## src/rtl/pipe_pkg.sv

```systemverilog
// Shared definitions for the pipeline stage register: lane indices, default widths
// and control-bundle field offsets.
package pipe_pkg;

    localparam int DEF_CTRL_W = 12;
    localparam int DEF_DATA_W = 32;
    localparam int DEF_NLANE  = 5;
    localparam int DEF_CNT_W  = 16;

    typedef enum logic [2:0] {
        LANE_BUSA  = 3'd0,
        LANE_BUSB  = 3'd1,
        LANE_INST  = 3'd2,
        LANE_IMM32 = 3'd3,
        LANE_PC    = 3'd4
    } lane_e;

    // Bit offsets of the fields inside the control bundle
    localparam int CTRL_MEMTOREG = 0;
    localparam int CTRL_MEMWR    = 1;
    localparam int CTRL_REGWR    = 2;
    localparam int CTRL_REGDST   = 3;
    localparam int CTRL_ALUSRC   = 4;
    localparam int CTRL_ALUCTR   = 5;
    localparam int CTRL_ALUCTR_W = 4;
    localparam int CTRL_BRANCH   = 9;
    localparam int CTRL_JUMP     = 10;
    localparam int CTRL_EXTOP    = 11;

endpackage

```

## src/rtl/pipe_skid_buf.sv

```systemverilog
// One-entry skid buffer (valid, ctrl, data) that catches an input accepted while the
// stage output is held. Only built when PIPE_SKID_EN is defined.
`ifdef PIPE_SKID_EN
module pipe_skid_buf
    import pipe_pkg::*;
#(
    parameter int CTRL_W = DEF_CTRL_W,
    parameter int DW     = DEF_DATA_W * DEF_NLANE
) (
    input  logic              CLK,
    input  logic              reset,
    input  logic              flush,
    input  logic              wr_en,
    input  logic              rd_en,
    input  logic [CTRL_W-1:0] wr_ctrl,
    input  logic [DW-1:0]     wr_data,
    output logic              valid,
    output logic [CTRL_W-1:0] ctrl,
    output logic [DW-1:0]     data
);

    always_ff @(posedge CLK or negedge reset) begin
        if (!reset) begin
            valid <= 1'b0;
            ctrl  <= '0;
            data  <= '0;
        end else if (flush) begin
            valid <= 1'b0;
            ctrl  <= '0;
            data  <= '0;
        end else if (wr_en) begin
            valid <= 1'b1;
            ctrl  <= wr_ctrl;
            data  <= wr_data;
        end else if (rd_en) begin
            valid <= 1'b0;
            ctrl  <= '0;
        end
    end

endmodule
`endif

```

## src/rtl/pipe_stage_reg.sv

```systemverilog
// Pipeline stage register with flush/stall control, valid/ready handshake and
// saturating stall/bubble counters. Define PIPE_SKID_EN to add a one-entry skid buffer.
module pipe_stage_reg
    import pipe_pkg::*;
#(
    parameter int CTRL_W = DEF_CTRL_W,
    parameter int DATA_W = DEF_DATA_W,
    parameter int NLANE  = DEF_NLANE,
    parameter int CNT_W  = DEF_CNT_W
) (
    input  logic                    CLK,
    input  logic                    reset,
    input  logic                    in_valid,
    output logic                    in_ready,
    input  logic [CTRL_W-1:0]       in_ctrl,
    input  logic [DATA_W*NLANE-1:0] in_data,
    input  logic                    flush,
    input  logic                    stall,
    output logic                    out_valid,
    input  logic                    out_ready,
    output logic [CTRL_W-1:0]       out_ctrl,
    output logic [DATA_W*NLANE-1:0] out_data,
    output logic [CNT_W-1:0]        stall_cnt,
    output logic [CNT_W-1:0]        bubble_cnt
);

    localparam int DW = DATA_W * NLANE;

    logic              accept;
    logic              load;
    logic              bubble;
    logic [CTRL_W-1:0] nxt_ctrl;
    logic [DW-1:0]     nxt_data;

`ifdef PIPE_SKID_EN
    logic              skid_valid;
    logic              skid_wr;
    logic              skid_rd;
    logic              drain;
    logic [CTRL_W-1:0] skid_ctrl;
    logic [DW-1:0]     skid_data;

    // in_ready depends only on the skid register plus the hazard inputs
    assign in_ready = reset & (flush | (~skid_valid & ~stall));
    assign accept   = in_valid & in_ready & ~flush & ~stall;
    assign drain    = ~out_valid | out_ready;
    assign skid_wr  = accept & ~drain;
    assign skid_rd  = ~flush & ~stall & drain & skid_valid;
    assign load     = ~flush & ~stall & drain & (skid_valid | accept);
    // A full skid entry is older than anything on the input, so it goes first
    assign nxt_ctrl = skid_valid ? skid_ctrl : in_ctrl;
    assign nxt_data = skid_valid ? skid_data : in_data;

    pipe_skid_buf #(
        .CTRL_W (CTRL_W),
        .DW     (DW)
    ) u_skid (
        .CLK     (CLK),
        .reset   (reset),
        .flush   (flush),
        .wr_en   (skid_wr),
        .rd_en   (skid_rd),
        .wr_ctrl (in_ctrl),
        .wr_data (in_data),
        .valid   (skid_valid),
        .ctrl    (skid_ctrl),
        .data    (skid_data)
    );
`else
    assign in_ready = reset & (flush | (~stall & (out_ready | ~out_valid)));
    assign accept   = in_valid & in_ready & ~flush;
    assign load     = accept;
    assign nxt_ctrl = in_ctrl;
    assign nxt_data = in_data;
`endif

    assign bubble = ~flush & ~stall & out_ready & ~load;

    always_ff @(posedge CLK or negedge reset) begin
        if (!reset) begin
            out_valid  <= 1'b0;
            out_ctrl   <= '0;
            out_data   <= '0;
            stall_cnt  <= '0;
            bubble_cnt <= '0;
        end else if (flush) begin
            out_valid <= 1'b0;
            out_ctrl  <= '0;
            out_data  <= '0;
        end else if (stall) begin
            if (stall_cnt != {CNT_W{1'b1}})
                stall_cnt <= stall_cnt + 1'b1;
        end else if (load) begin
            out_valid <= 1'b1;
            out_ctrl  <= nxt_ctrl;
            out_data  <= nxt_data;
        end else if (bubble) begin
            // Bubble keeps the lanes but zeroes ctrl so nothing downstream writes
            out_valid <= 1'b0;
            out_ctrl  <= '0;
            if (bubble_cnt != {CNT_W{1'b1}})
                bubble_cnt <= bubble_cnt + 1'b1;
        end
    end

endmodule

```

## config.mk

```make
export PLATFORM = sky130hd
export DESIGN_NAME = pipe_stage_reg
export DESIGN_NICKNAME = d
export VERILOG_FILES = /design/src/rtl/pipe_pkg.sv /design/src/rtl/pipe_skid_buf.sv /design/src/rtl/pipe_stage_reg.sv
export SDC_FILE = /design/constraint.sdc
export NUM_CORES = 1
export LEC_CHECK = 0
export ABC_AREA = 1
export BUFFER_PORTS_ARGS = -buffer_cell sky130_fd_sc_hd__buf_2
export CAP_MARGIN = 20
export CORE_AREA = 2 2 147 149
export CTS_CLUSTER_DIAMETER = 30
export DETAILED_ROUTE_END_ITERATION = 10
export DIE_AREA = 0 0 149 151
export PLACE_DENSITY_LB_ADDON = 0.3
export REMOVE_ABC_BUFFERS = 1
export SETUP_SLACK_MARGIN = 0.05
export SLEW_MARGIN = 20
export SYNTH_ARGS = -nofsm -noshare
export SYNTH_HDL_FRONTEND = slang
export SYNTH_HIERARCHICAL = 1
export SYNTH_SLANG_ARGS = --single-unit
```

## constraint.sdc

```tcl
create_clock -name CLK -period 2.4 [get_ports CLK]
set_clock_uncertainty 0.2 [all_clocks]
set_input_delay 0.48 -clock CLK [delete_from_list [all_inputs] [get_ports CLK]]
set_output_delay 0.48 -clock CLK [all_outputs]
set_load 0.03 [all_outputs]
```

==> flow_results.org, run 1 <==
** Yosys
- Post-Synthesis Mean Instance Area :: about 8.4 sq um
- The Yosys step of the flow raised 6 warnings.
- Yosys mapped the design onto 22 distinct sky130hd cell types.
- EDFF count, synth :: 0
- Primary flip-flop cell chosen by synthesis mapping :: sky130_fd_sc_hd__dfrtp_1
- Synthesis inferred 205 register bits.
- Summing every instance area after synthesis gives just under 0.009 sq mm.
- Post-synthesis sequential area ratio :: between 50% and 60%
- FFs w/ async S/R, synth :: 100%
- Post-synthesis instance total :: around 1100

** CTS
- TritonCTS created 45 clock buffers.
- The clock reaches the later pin of the worst-skew pair after ~0.51 ns.
- CTS tree :: done
- In this run the deepest clock path goes through 3 buffers.
- The clock tree synthesis step divided the H-tree into 2 levels.
- Count of clock tree sinks :: between 200 and 250
- The tree is rooted in a sky130_fd_sc_hd__clkbuf_16.
- In this run, post-CTS repair resized a total of 0 instances.
- Clock-pin slew was measured on the worst setup and hold paths at roughly 0.050 ns.

** Route
- Pre-antenna DRT Iters :: 5
- Post-DRT Antenna Nets :: 0
- Routed WL per cell :: approximately 16 um
- Total number of vias :: 9603
- DRC violations left :: 0
- Initial DRC count :: 500
- Using the TritonRoute via totals, the vias-per-cell ratio works out to 5.07.
- The routed design has ~31000 um of wire.

** Die
- The total area inside the core boundary comes to 0.0208 sq mm.
- The die covers between 0.02 and 0.025 sq mm.
- Measured along the x axis, the die boundary spans roughly 150 um.
- Starting utilization of the core area :: a little over two fifths
- Pin placement for this block handled 384 I/O pins.
- From bottom edge to top edge, the die measures 151 um.
- Site Rows :: 53

** Finish
- Measured on the finished design, the core utilization comes to between 60% and 70%.
- The post-route netlist has ~30% of its cells at a drive strength greater than 1.
- Count of nets after finishing :: between 1500 and 2000
- Number of filler cells placed in the layout :: approximately 1600
- From synthesis to final layout, the design area changed by 58.8%.
- Final standard cell count with taps included and fillers excluded :: around 1900

** Global routing
- The number of global-route vias before repair is between 9000 and 10000.
- Global-route wire length before repair :: 49100 um
- Pin count of the biggest net entering global routing :: about 130
- Global routing used 27.4% of the available tracks across all layers.
- The initial antenna violation count is 3.
- GRT overflow :: 0

** Critical path
- Critical path class :: reg -> out
- Worst Path Required :: 1.72 ns
- The most critical setup path has its startpoint at out_valid.
- In this run the worst path has a maximum fanout of 3.
- Arrival time of data at the critical path endpoint :: 1.50 ns
- Logic depth of the worst register-to-register path :: 9
- The worst setup path is captured at an output pin.
- Startpoint Class :: flop
- The startpoint identified for the worst register-to-register timing path is stall_cnt[0].

** STA
- At the pin with the least slew margin, the transition time is 0.739 ns.
- Hold Fails Final Rpt :: 0
- Highest attainable clock frequency :: 458 MHz
- Final min period :: around 2.2 ns
- Setup violations remaining at the end of the flow were counted as 0.
- Of the available clock period, the critical path in the final layout requires around nine tenths.
- Total count of max-transition violations in the final report :: 0
- Setup slack closes at between 0.2 and 0.25 ns.
- After routing, the total negative slack on setup checks comes to 0 ns.
- The worst pin sits at a relative slew slack of 50.6%.
- Unrepaired setup endpoints after global routing :: false

** Power and ir drop
- Overall power consumption after layout is estimated at between 10 and 15 mW.
- IR analysis of the VDD net gives a maximum drop of 0.636 mV.
- Power per cell area :: 888 mW/mm^2
- Summed over all cells, the static leakage comes to just under 8 nW.

** Place
- Final estimated routing congestion in global placement :: between 0.8 and 0.9
- Count of input and output buffers :: 383
- Before CTS, the worst setup slack after placement is around 0.4 ns.
- Number of placed instances with taps included :: about 1700
- Detailed placement HPWL :: between 15000 and 20000 um

** Outcome
- The flow ran to the end, and the final reports show no timing, DRC or antenna violations.

** Worst hold path
- The tightest min-delay check is of the in -> reg type.
- The worst hold path was traced through 3 stages.
- The worst hold path begins at in_data[44].

** Flow run
- Max-cap violations in this run came to 0.
-- final timing paths --
| kind | end | slack [ns] |
|---|---|---|
| min in group asynchronous | out_valid | 0.42 |
| setup / recovery | in_ready | 0.22 |
| hold reg to reg | out_data[94] | 0.27 |
| hold / removal | out_data[44] | 0.01 |
| setup reg to reg | stall_cnt[11] | 0.44 |
| max in group asynchronous | out_data[111] | 0.90 |
-- synth_stat cells (2+ instances only) --
cell type	instances	share of area, %
sky130_fd_sc_hd__nand2_1	470	20
sky130_fd_sc_hd__dfrtp_1	205	58
sky130_fd_sc_hd__nand3_1	189	11
sky130_fd_sc_hd__nor2_1	33	1.4
sky130_fd_sc_hd__buf_2	29	1.6
sky130_fd_sc_hd__inv_1	27	1.1
sky130_fd_sc_hd__nand4_1	23	1.6
sky130_fd_sc_hd__clkbuf_1	20	0.85
sky130_fd_sc_hd__o21ai_0	10	0.57
sky130_fd_sc_hd__buf_1	7	0.30
sky130_fd_sc_hd__xor2_1	7	0.69
sky130_fd_sc_hd__o21ai_1	6	0.34
sky130_fd_sc_hd__xnor2_1	6	0.60
sky130_fd_sc_hd__buf_4	5	0.43
sky130_fd_sc_hd__inv_2	4	0.17
sky130_fd_sc_hd__nor2_2	4	0.28
sky130_fd_sc_hd__o21ai_2	3	0.30
sky130_fd_sc_hd__buf_6	2	0.26
sky130_fd_sc_hd__ha_1	2	0.28
sky130_fd_sc_hd__nand2_2	2	0.14
-- cell usage in the layout, fill, tap and decap left out, types with 2 or more instances in the layout --
master	netlist	final
sky130_fd_sc_hd__nand4_1	23	23
sky130_fd_sc_hd__clkbuf_1	20	5
sky130_fd_sc_hd__clkinv_2	0	7
sky130_fd_sc_hd__inv_1	27	27
sky130_fd_sc_hd__xnor2_1	6	6
sky130_fd_sc_hd__dfrtp_1	205	205
sky130_fd_sc_hd__ha_1	2	2
sky130_fd_sc_hd__o21ai_1	6	6
sky130_fd_sc_hd__xor2_1	7	7
sky130_fd_sc_hd__o21ai_2	3	3
sky130_fd_sc_hd__nor2_1	33	33
sky130_fd_sc_hd__dlygate4sd3_1	0	147
sky130_fd_sc_hd__buf_4	5	7
sky130_fd_sc_hd__nor2_2	4	4
sky130_fd_sc_hd__o21ai_0	10	10
sky130_fd_sc_hd__inv_4	0	2
sky130_fd_sc_hd__clkbuf_8	0	12
sky130_fd_sc_hd__clkbuf_16	0	45
sky130_fd_sc_hd__bufinv_16	0	5
sky130_fd_sc_hd__diode_2	0	3
sky130_fd_sc_hd__inv_2	4	2
sky130_fd_sc_hd__nand3_1	189	189
sky130_fd_sc_hd__buf_12	0	7
sky130_fd_sc_hd__buf_2	29	382
sky130_fd_sc_hd__clkinv_8	0	2
sky130_fd_sc_hd__nand2_1	470	470
sky130_fd_sc_hd__clkinvlp_4	0	2
-- report_power, final --
part           switching, mW  internal [mW]
logic                   1.48          0.737
registers              0.284           3.79
clock network           1.88           4.28
total                   3.64           8.81
-- flip-flops by register name, summed over array words and instances, names as in the netlist --
name / count
bubble_cnt: 16
out_ctrl: 12
out_data: 160
out_valid: 1
stall_cnt: 16
-- stage by stage --
stage                     hold WS [ns]  cell area, sq um
after floorplan                -0.0156              8520
after global placement           0.158             11000
after detailed placement         0.161             11000
after CTS                     0.000733             14000
after global routing           0.00315             14000
final                           0.0136             14000
-- logic make-up after synthesis --
kind of cell | share of synthesized area [%]
simple gates | 34.2
flops | 58.1
buf+inv | 4.79
compound gates | 1.29
xor+xnor | 1.29
fa+ha+maj | 0.283
-- worst max-delay path, cell delays in order, from the launching register on --
cell and delay, ns:
sky130_fd_sc_hd__dfrtp_1 0.41, sky130_fd_sc_hd__nand3_1 0.12, sky130_fd_sc_hd__and3_1 0.23, sky130_fd_sc_hd__buf_2 0.23
-- final cells by class --
type                    count  area (sq um)  share of cell area, %
well taps                 275           344                   2.45
clock buffers              61          1300                   9.25
multi-input cells         757          3280                   23.4
diodes                      3          7.51                 0.0536
flip-flops and latches    205          5130                   36.6
repair buffers            544          3590                   25.6
inverters                  31           121                  0.866
clock inverters            18           250                   1.79
-- repair_timing --
item,4_1_cts,5_1_grt
endpoints found under the hold margin,161,0
hold buffers,147,0
buffers inserted,0,0
-- per-layer routing --
metal	global-route usage [%]	wire, um	vias up	share of wire (%)
li1	-	-	4451	-
met3	6.02	2240	138	7.2
met2	46.4	15300	479	49
met5	0	0	-	0
met1	32.0	11600	4535	37
met4	16.4	2050	0	6.6
Power figures use the tool's default switching activity.
==> run 2: changes to the inputs <==
Clock period 2.4 ns to 2.5 ns, I/O delays scaled along.
==> run 2 against run 1 <==
Compared with the run above: the flow now finishes with violations (negative hold slack); sequential share of layout area increased by 4.6 points; worst hold slack lost 0.094 ns; power shrank 9.5%; largest power group unchanged.
==> flow_results.org, run 2 (synthesis results as in run 1) <==
** Finish
- Largest register by flop count :: out_data (unchanged)
- Finished Cell Area :: 0.0124 sq mm (was 0.0140 sq mm)
- Syn-to-layout area delta :: 41.0% (was 58.8%)
- Largest registers: out_data (160), bubble_cnt (16), stall_cnt (16) (unchanged).
- Most common library cell in the layout ignoring fill and taps :: sky130_fd_sc_hd__nand2_1 (unchanged)
- The number of flip-flops in the largest register was 160 (unchanged).
- Leading cell types in the layout, fill and taps excluded :: sky130_fd_sc_hd__nand2_1 (470), sky130_fd_sc_hd__buf_2 (382), sky130_fd_sc_hd__dfrtp_1 (205) (unchanged)
- The layout cell share with drive strength beyond 1 is 32.8% (was 30.0%).
- The count of nets after finishing was 1620 (was 1764).
- The fill cell instance count of the final layout is 1861 (was 1589).
- Utilization of the core after routing :: 59.8% (was 67.3%)

** Global routing
- Pin count of the biggest net entering global routing :: 161 (was 126)
- The met1 global-route usage is 28.1% (was 32.0%).
- The initial antenna violation count is 2 (was 3).
- Met2 track demand over resource in global routing :: 38.7% (was 46.4%)
- Most Crowded Layer GR :: met2 (unchanged)
- Global-route wire length before repair :: 42000 um (was 49100 um)
- GRT Overall Usage :: 23.3% (was 27.4%)
- Vias in the first global route :: 8247 (was 9541)
- The met3 track demand over resource in global routing is 7.23% (was 6.02%).
- The total overflow reported by the global router is 0 (unchanged).

** Route
- Post-DRT Antenna Nets :: 0 (unchanged)
- The initial DRC count came to 406 (was 500).
- Routed WL per cell :: 15.4 um (was 16.5 um)
- Pre-antenna DRT Iters :: 5 (unchanged)
- The number of vias per cell came to 4.87 (was 5.07).
- Total number of vias :: 8493 (was 9603)
- DRC violations left :: 0 (unchanged)
- Detailed-route wire length :: 26800 um (was 31200 um)

** CTS
- Count of clock tree sinks :: 205 (unchanged)
- Total of hold buffers inserted after clock tree synthesis :: 0 (was 147)
- Clock latency on the worst-skew pair :: 0.50 ns (was 0.51 ns)
- The CTS tree was done (unchanged).
- The H-tree level count was 2 (unchanged).
- Post-CTS Repair Setup Buffers :: 0 (unchanged)
- The library cell used as clock root buffer is sky130_fd_sc_hd__clkbuf_16 (unchanged).
- Clock-pin slew of the registers on the worst-case setup and hold paths :: 0.05 ns (about the same)
- The largest buffer count on any clock path was 3 (unchanged).
- The post-cts gate resize count came to 0 (unchanged).
- The clock buffer count from CTS is 43 (was 45).

** STA
- The smallest clock period supported by the final layout is computed as approximately 2.1 ns.
- After layout, the worst path uses roughly 85% of the clock period.
- Actual slew at the worst max-slew pin :: 0.935 ns (was 0.739 ns)
- Worst hold margin :: -0.0808 ns (was 0.0136 ns)
- Unrepaired setup endpoints after global routing: false (unchanged).
- The worst slew margin relative to its limit is 37.7% (was 50.6%).
- Hold Fails Final Rpt :: 35 (was 0)
- Static timing analysis puts the maximum clock frequency at around 470 MHz.
- The final-report setup violation count came to 0 (unchanged).
- The count of pins over their slew limit came to 0 (unchanged).

** Die
- The cell row count came to 53 (unchanged).
- Starting utilization of the core area :: 42.4% (unchanged)
- The die boundary height was 151 um (unchanged).
- Area of the die :: 0.0225 sq mm (unchanged)
- Number of top-level design ports :: 384 (unchanged)
- The placeable core region came to 0.0208 sq mm (unchanged).
- Die Span X :: 149 um (unchanged)

** Critical path
- Logic depth of the worst register-to-register path :: 6 (was 9)
- The type of the worst setup path is reg -> out (unchanged).
- The data arrival time of the critical path was 1.42 ns (was 1.50 ns).
- Nature of the critical path endpoint :: output pin (unchanged)
- The largest fanout of any net on the critical path was 3 (unchanged).
- Worst reg-to-reg setup slack :: 0.38 ns (was 0.44 ns)
- Crit Reg-Reg Endpoint :: stall_cnt[6] (was stall_cnt[11])
- Startpoint Class :: flop (unchanged)
- Worst Path Required :: 1.80 ns (was 1.72 ns)
- The launching point of the worst reg2reg path is stall_cnt[0] (unchanged).

** Worst hold path
- Classification of the worst-slack hold path :: in -> async (was in -> reg)

** Flow run
- Number of max-cap violations :: 0 (unchanged)

** Outcome
- Status: finished with violations (was complete, no violations).
- Failing checks :: negative hold slack

** Power and ir drop
- The power density of the placed cells came to 905 mW/mm^2 (was 888 mW/mm^2).
- The worst ir drop on vdd was 0.527 mV (was 0.636 mV).
- Sw frac :: 29.5% (was 29.2%)
- Fraction of power consumed by sequential logic :: 34.6% (was 32.8%)
- Leakage power :: 7.17 nW (was 7.84 nW)
- The design internal power was 7.95 mW (was 8.81 mW).
- The clock group share of total power is 48.4% (was 49.5%).
- Logic pwr share :: 17.0% (was 17.8%)
- Switching Power :: 3.32 mW (was 3.64 mW)

** Place
- Area post-placement :: 0.0110 sq mm (about the same)
- Count of input and output buffers :: 383 (unchanged)
- Detailed placement HPWL :: 18100 um (was 18200 um)
- The final weighted congestion in routability-driven placement was 0.832 (was 0.835).
-- run 2: cell count changes in the layout (fill, tap and decap cells not counted), moves of 2 or more --
cell                            delta
sky130_fd_sc_hd__dlygate4sd3_1   -147
sky130_fd_sc_hd__buf_4             +4
sky130_fd_sc_hd__clkbuf_8          -4
sky130_fd_sc_hd__clkbuf_16         -2
sky130_fd_sc_hd__clkinv_8          -2
sky130_fd_sc_hd__clkinvlp_4        +2
-- run 2: worst max-delay path by stage --
stage | start | to | slack, ns | cells past startpoint
floorplan | flush | out_ctrl[0] | -3.49 | 5
global placement | flush | out_data[44] | 0.38 | 8
detailed placement | flush | out_data[100] | 0.37 | 8
CTS | out_valid | in_ready | 0.33 | 3
global route | stall_cnt[0] | stall_cnt[2] | 0.20 | 7
finish | out_valid | in_ready | 0.38 | 3
-- run 2: power by group through the flow --
stage | logic (mW) | clock network [mW] | registers, mW
finish | 1.91 | 5.46 | 3.90
global route | 2.08 | 5.72 | 3.94
floorplan | 0.523 | 0 | 4.54
CTS | 1.94 | 5.55 | 3.90
global placement | 1.90 | 0 | 3.93
detailed placement | 1.93 | 0 | 3.93
-- run 2: stage by stage --
| stage | setup TNS [ns] | power, mW | worst slack, ns | cells |
|---|---|---|---|---|
| 3_3_place_gp | 0 | 5.83 | 0.379 | 1670 |
| 5_1_grt | 0 | 11.7 | 0.196 | 1743 |
| 4_1_cts | 0 | 11.4 | 0.335 | 1743 |
| 2_1_floorplan | -615.59 | 5.06 | -3.49 | 993 |
| 3_5_place_dp | 0 | 5.86 | 0.374 | 1670 |
| 6_report | 0 | 11.3 | 0.376 | 1745 |
-- run 2: area by class of cell --
type                    instances  area, sq um  share of cell area (%)
clock inverters                17          206                    1.66
well taps                     275          344                    2.76
flip-flops and latches        205         5130                    41.2
repair buffers                402         2170                    17.4
diodes                          2         5.00                  0.0402
clock buffers                  56         1190                    9.60
inverters                      31          121                   0.975
multi-input cells             757         3280                    26.3
-- run 2: critical path: stages, from the launching register on --
cell	delay, ns
sky130_fd_sc_hd__dfrtp_1	0.40
sky130_fd_sc_hd__nand3_1	0.11
sky130_fd_sc_hd__and3_1	0.19
sky130_fd_sc_hd__buf_2	0.22
-- run 2: per-layer routing --
| layer | wire [um] | up-vias |
|---|---|---|
| met5 | 7 | - |
| met4 | 1100 | 2 |
| met3 | 2170 | 71 |
| met2 | 13100 | 340 |
| met1 | 10500 | 3929 |
| li1 | - | 4151 |
==> run 3: changes to the inputs <==
Settings changed: CORE_AREA 2 2 147 149 to 2 2 151 153, DIE_AREA 0 0 149 151 to 0 0 153 155.
Clock period 2.5 ns to 1.75 ns, I/O delays scaled along.
==> run 3 against run 2 <==
Compared with the run above: the run ends with negative setup slack left; first-iteration DRC count increased by 91%; sequential power grew 42%; register-to-register slack got worse by 0.37 ns; worst setup slack worse by 0.46 ns; highest routed layer is now met4.
==> flow_results.org, run 3 (synthesis results as in run 1) <==
** STA
- The final-report hold violation count is 0 (was 35).
- Period Utilization, post-route :: 105%
- Final min period :: 1.83 ns
- Unrepaired setup endpoints after global routing: true (was false).
- Tightest slew margin relative to the limit :: 62.2% (was 37.7%)
- The transition time at the pin with the least slew margin is 0.568 ns (was 0.935 ns).
- For this run, the top clock speed supported by timing is approximately 550 MHz.
- Worst hold margin :: 0.137 ns (was -0.0808 ns)
- Setup-failing EPs final :: 2 (was 0)
- The post-route worst setup slack came to -0.0826 ns (was 0.376 ns).
- The count of pins over their slew limit is 0 (unchanged).
- The final-layout setup total negative slack was -0.155 ns (was 0 ns).

** Finish
- Number of filler cells placed in the layout :: 1488 (was 1861)
- Layout cell share with drive strength beyond 1 :: 37.4% (was 32.8%)
- Leading cell types in the layout, fill and taps excluded: sky130_fd_sc_hd__nand2_1 (443), sky130_fd_sc_hd__buf_2 (348), sky130_fd_sc_hd__dfrtp_1 (198) (was sky130_fd_sc_hd__nand2_1 (470), sky130_fd_sc_hd__buf_2 (382), sky130_fd_sc_hd__dfrtp_1 (205)).
- The count of nets after finishing came to 1894 (was 1620).
- The register name with the most flops is out_data (unchanged).
- Most common library cell in the layout ignoring fill and taps :: sky130_fd_sc_hd__nand2_1 (unchanged)
- Largest registers: out_data (160), bubble_cnt (16), stall_cnt (16) (unchanged).
- Max reg flops :: 160 (unchanged)
- The final standard cell area without fillers came to 0.0157 sq mm (was 0.0124 sq mm).
- The final non-filler cell total came to 2034 (was 1745).
- Syn-to-layout area delta :: 77.6% (was 41.0%)
- Antenna diodes :: 0 (was 2)

** Critical path
- Arrival time of data at the critical path endpoint :: 1.28 ns (was 1.42 ns)
- The worst endpoint required time came to 1.20 ns (was 1.80 ns).
- Startpoint Class :: flop (unchanged)
- Top fanout value on the critical path :: 2 (was 3)
- Critical path class :: reg -> out (unchanged)
- Nature of the critical path endpoint :: output pin (unchanged)

** Die
- Placeable core region :: 0.0222 sq mm (was 0.0208 sq mm)
- Height of the die :: 155 um (was 151 um)
- The cell row count was 55 (was 53).
- The die width came to 153 um (was 149 um).
- Area of the die :: 0.0237 sq mm (was 0.0225 sq mm)
- The initial core utilization was 39.7% (was 42.4%).
- The number of I/O pins was 384 (unchanged).

** Global routing
- GRT overflow :: 0 (unchanged)
- Vias in the first global route :: 10600 (was 8247)
- The initial antenna violation count came to 0 (was 2).
- The largest net degree at the start of global routing was 149 (was 161).
- Global-route wire length before repair :: 53200 um (was 42000 um)
- GRT Overall Usage :: 27.6% (was 23.3%)

** CTS
- The library cell used as clock root buffer was sky130_fd_sc_hd__clkbuf_16 (unchanged).
- Max Root-Sink Buffers :: 3 (unchanged)
- The number of sinks handled by clock tree synthesis came to 205 (unchanged).
- H-Tree Depth :: 2 (unchanged)
- Clock-pin slew of the registers on the worst-case setup and hold paths :: 0.04 ns (was 0.05 ns)
- The clock buffer count from CTS was 44 (was 43).
- The source-to-sink clock delay at the later pin of the worst-skew pair was 0.51 ns (was 0.50 ns).
- The CTS tree is done (unchanged).

** Power and ir drop
- The switching fraction of total power came to 30.7% (was 29.5%).
- The power density of the placed cells came to 1140 mW/mm^2 (was 905 mW/mm^2).
- The total net switching power came to 5.49 mW (was 3.32 mW).
- Internal power of the cells :: 12.4 mW (was 7.95 mW)
- The share of total power in combinational logic is 22.6% (was 17.0%).
- The worst ir drop on vdd is 0.708 mV (was 0.527 mV).
- Leakage power :: 8.59 nW (was 7.17 nW)
- Fraction of power consumed by sequential logic :: 31.0% (was 34.6%)
- The clock group share of total power is 46.3% (was 48.4%).

** Outcome
- Failing checks :: negative setup slack (was negative hold slack)
- Status :: finished with violations (unchanged)

** Flow run
- Number of max-cap violations :: 0 (unchanged)

** Route
- Total number of vias :: 10500 (was 8493)
- DRC violations left :: 0 (unchanged)
- The final wirelength came to 35600 um (was 26800 um).
- The remaining antenna violation count after routing is 0 (unchanged).
- The number of vias per cell came to 5.16 (was 4.87).
- The initial DRC count was 775 (was 406).
- The detailed-router iteration count before antenna repair came to 5 (unchanged).
- The wire length per cell after detailed routing was 17.5 um (was 15.4 um).

** Place
- Area post-placement :: 0.0115 sq mm (was 0.0110 sq mm)
- The placed wire-length estimate after detailed placement came to 19500 um (was 18100 um).
- The final weighted congestion in routability-driven placement is 0.813 (was 0.832).
- The quantity of I/O buffers inserted on ports was 383 (unchanged).
- Number of placed instances with taps included :: 1727 (was 1670)

** Worst hold path
- Classification of the worst-slack hold path :: in -> reg (was in -> async)
[run 3: cell count changes in the layout (fill, tap and decap cells not counted), sizes merged, moves of 2 or more]
| cell | change |
|---|---|
| dlygate4sd3 | +174 |
| diode | -2 |
| clkinvlp | +2 |
| buf | +96 |
| clkbuf | -2 |
| clkinv | +8 |
[run 3: final timing paths]
kind / start / endpoint / slack, ns / depth (start not counted)
min: in_valid / out_valid / 0.14 / 4
min in group asynchronous: reset / out_data[155] / 0.18 / 2
min reg2reg: out_data[72] / out_data[72] / 0.27 / 2
max in group asynchronous: reset / bubble_cnt[15] / 0.24 / 3
max: out_valid / in_ready / -0.08 / 3
max reg2reg: bubble_cnt[6] / bubble_cnt[15] / 0.01 / 10
[run 3: power by group through the flow]
stage	registers, mW	clock network [mW]	logic, mW
2_1_floorplan	6.49	0	0.747
3_3_place_gp	5.53	0	3.02
3_5_place_dp	5.54	0	3.06
4_1_cts	5.49	8.34	3.76
5_1_grt	5.58	8.61	4.28
6_report	5.54	8.28	4.04
[run 3: critical path: stages, from the launching register on]
cell and delay, ns:
sky130_fd_sc_hd__dfrtp_1 0.39, sky130_fd_sc_hd__nand3_2 0.07, sky130_fd_sc_hd__and3_4 0.18, sky130_fd_sc_hd__buf_6 0.13
[run 3: per-layer routing]
layer / up-vias / share of wire [%] / track usage (%)
met5: - / 0 / 0
met4: 0 / 5.7 / 14.0
met3: 158 / 7.7 / 5.82
met2: 641 / 50 / 47.9
met1: 4967 / 37 / 32.4
li1: 4722 / - / -
[run 3: final cells by class]
| type | count | area [sq um] | area share (%) |
|---|---|---|---|
| Clock inverter | 29 | 319 | 2.03 |
| Timing Repair Buffer | 674 | 5040 | 32.1 |
| Clock buffer | 52 | 1170 | 7.47 |
| Tap cell | 285 | 357 | 2.27 |
| Sequential cell | 205 | 5140 | 32.8 |
| Multi-Input combinational cell | 758 | 3530 | 22.5 |
| Inverter | 31 | 126 | 0.806 |
[run 3: stage by stage]
step                      utilization, %  total power [mW]  setup slack [ns]
after floorplan                        -              7.23             -4.09
after global placement              51.6              8.54           0.00326
after detailed placement            51.6              8.60           -0.0659
after CTS                           68.8              17.6            -0.114
after global routing                70.5              18.5            -0.115
final                               70.5              17.9           -0.0826
[run 3: what timing repair did]
action	in CTS	in global routing
buffers inserted	34	14
hold buffers	174	0
pin swaps	3	30
gates resized for setup	94	92
cloned	1	3
endpoints found under the setup margin	52	267
hold endpoints to repair	377	0
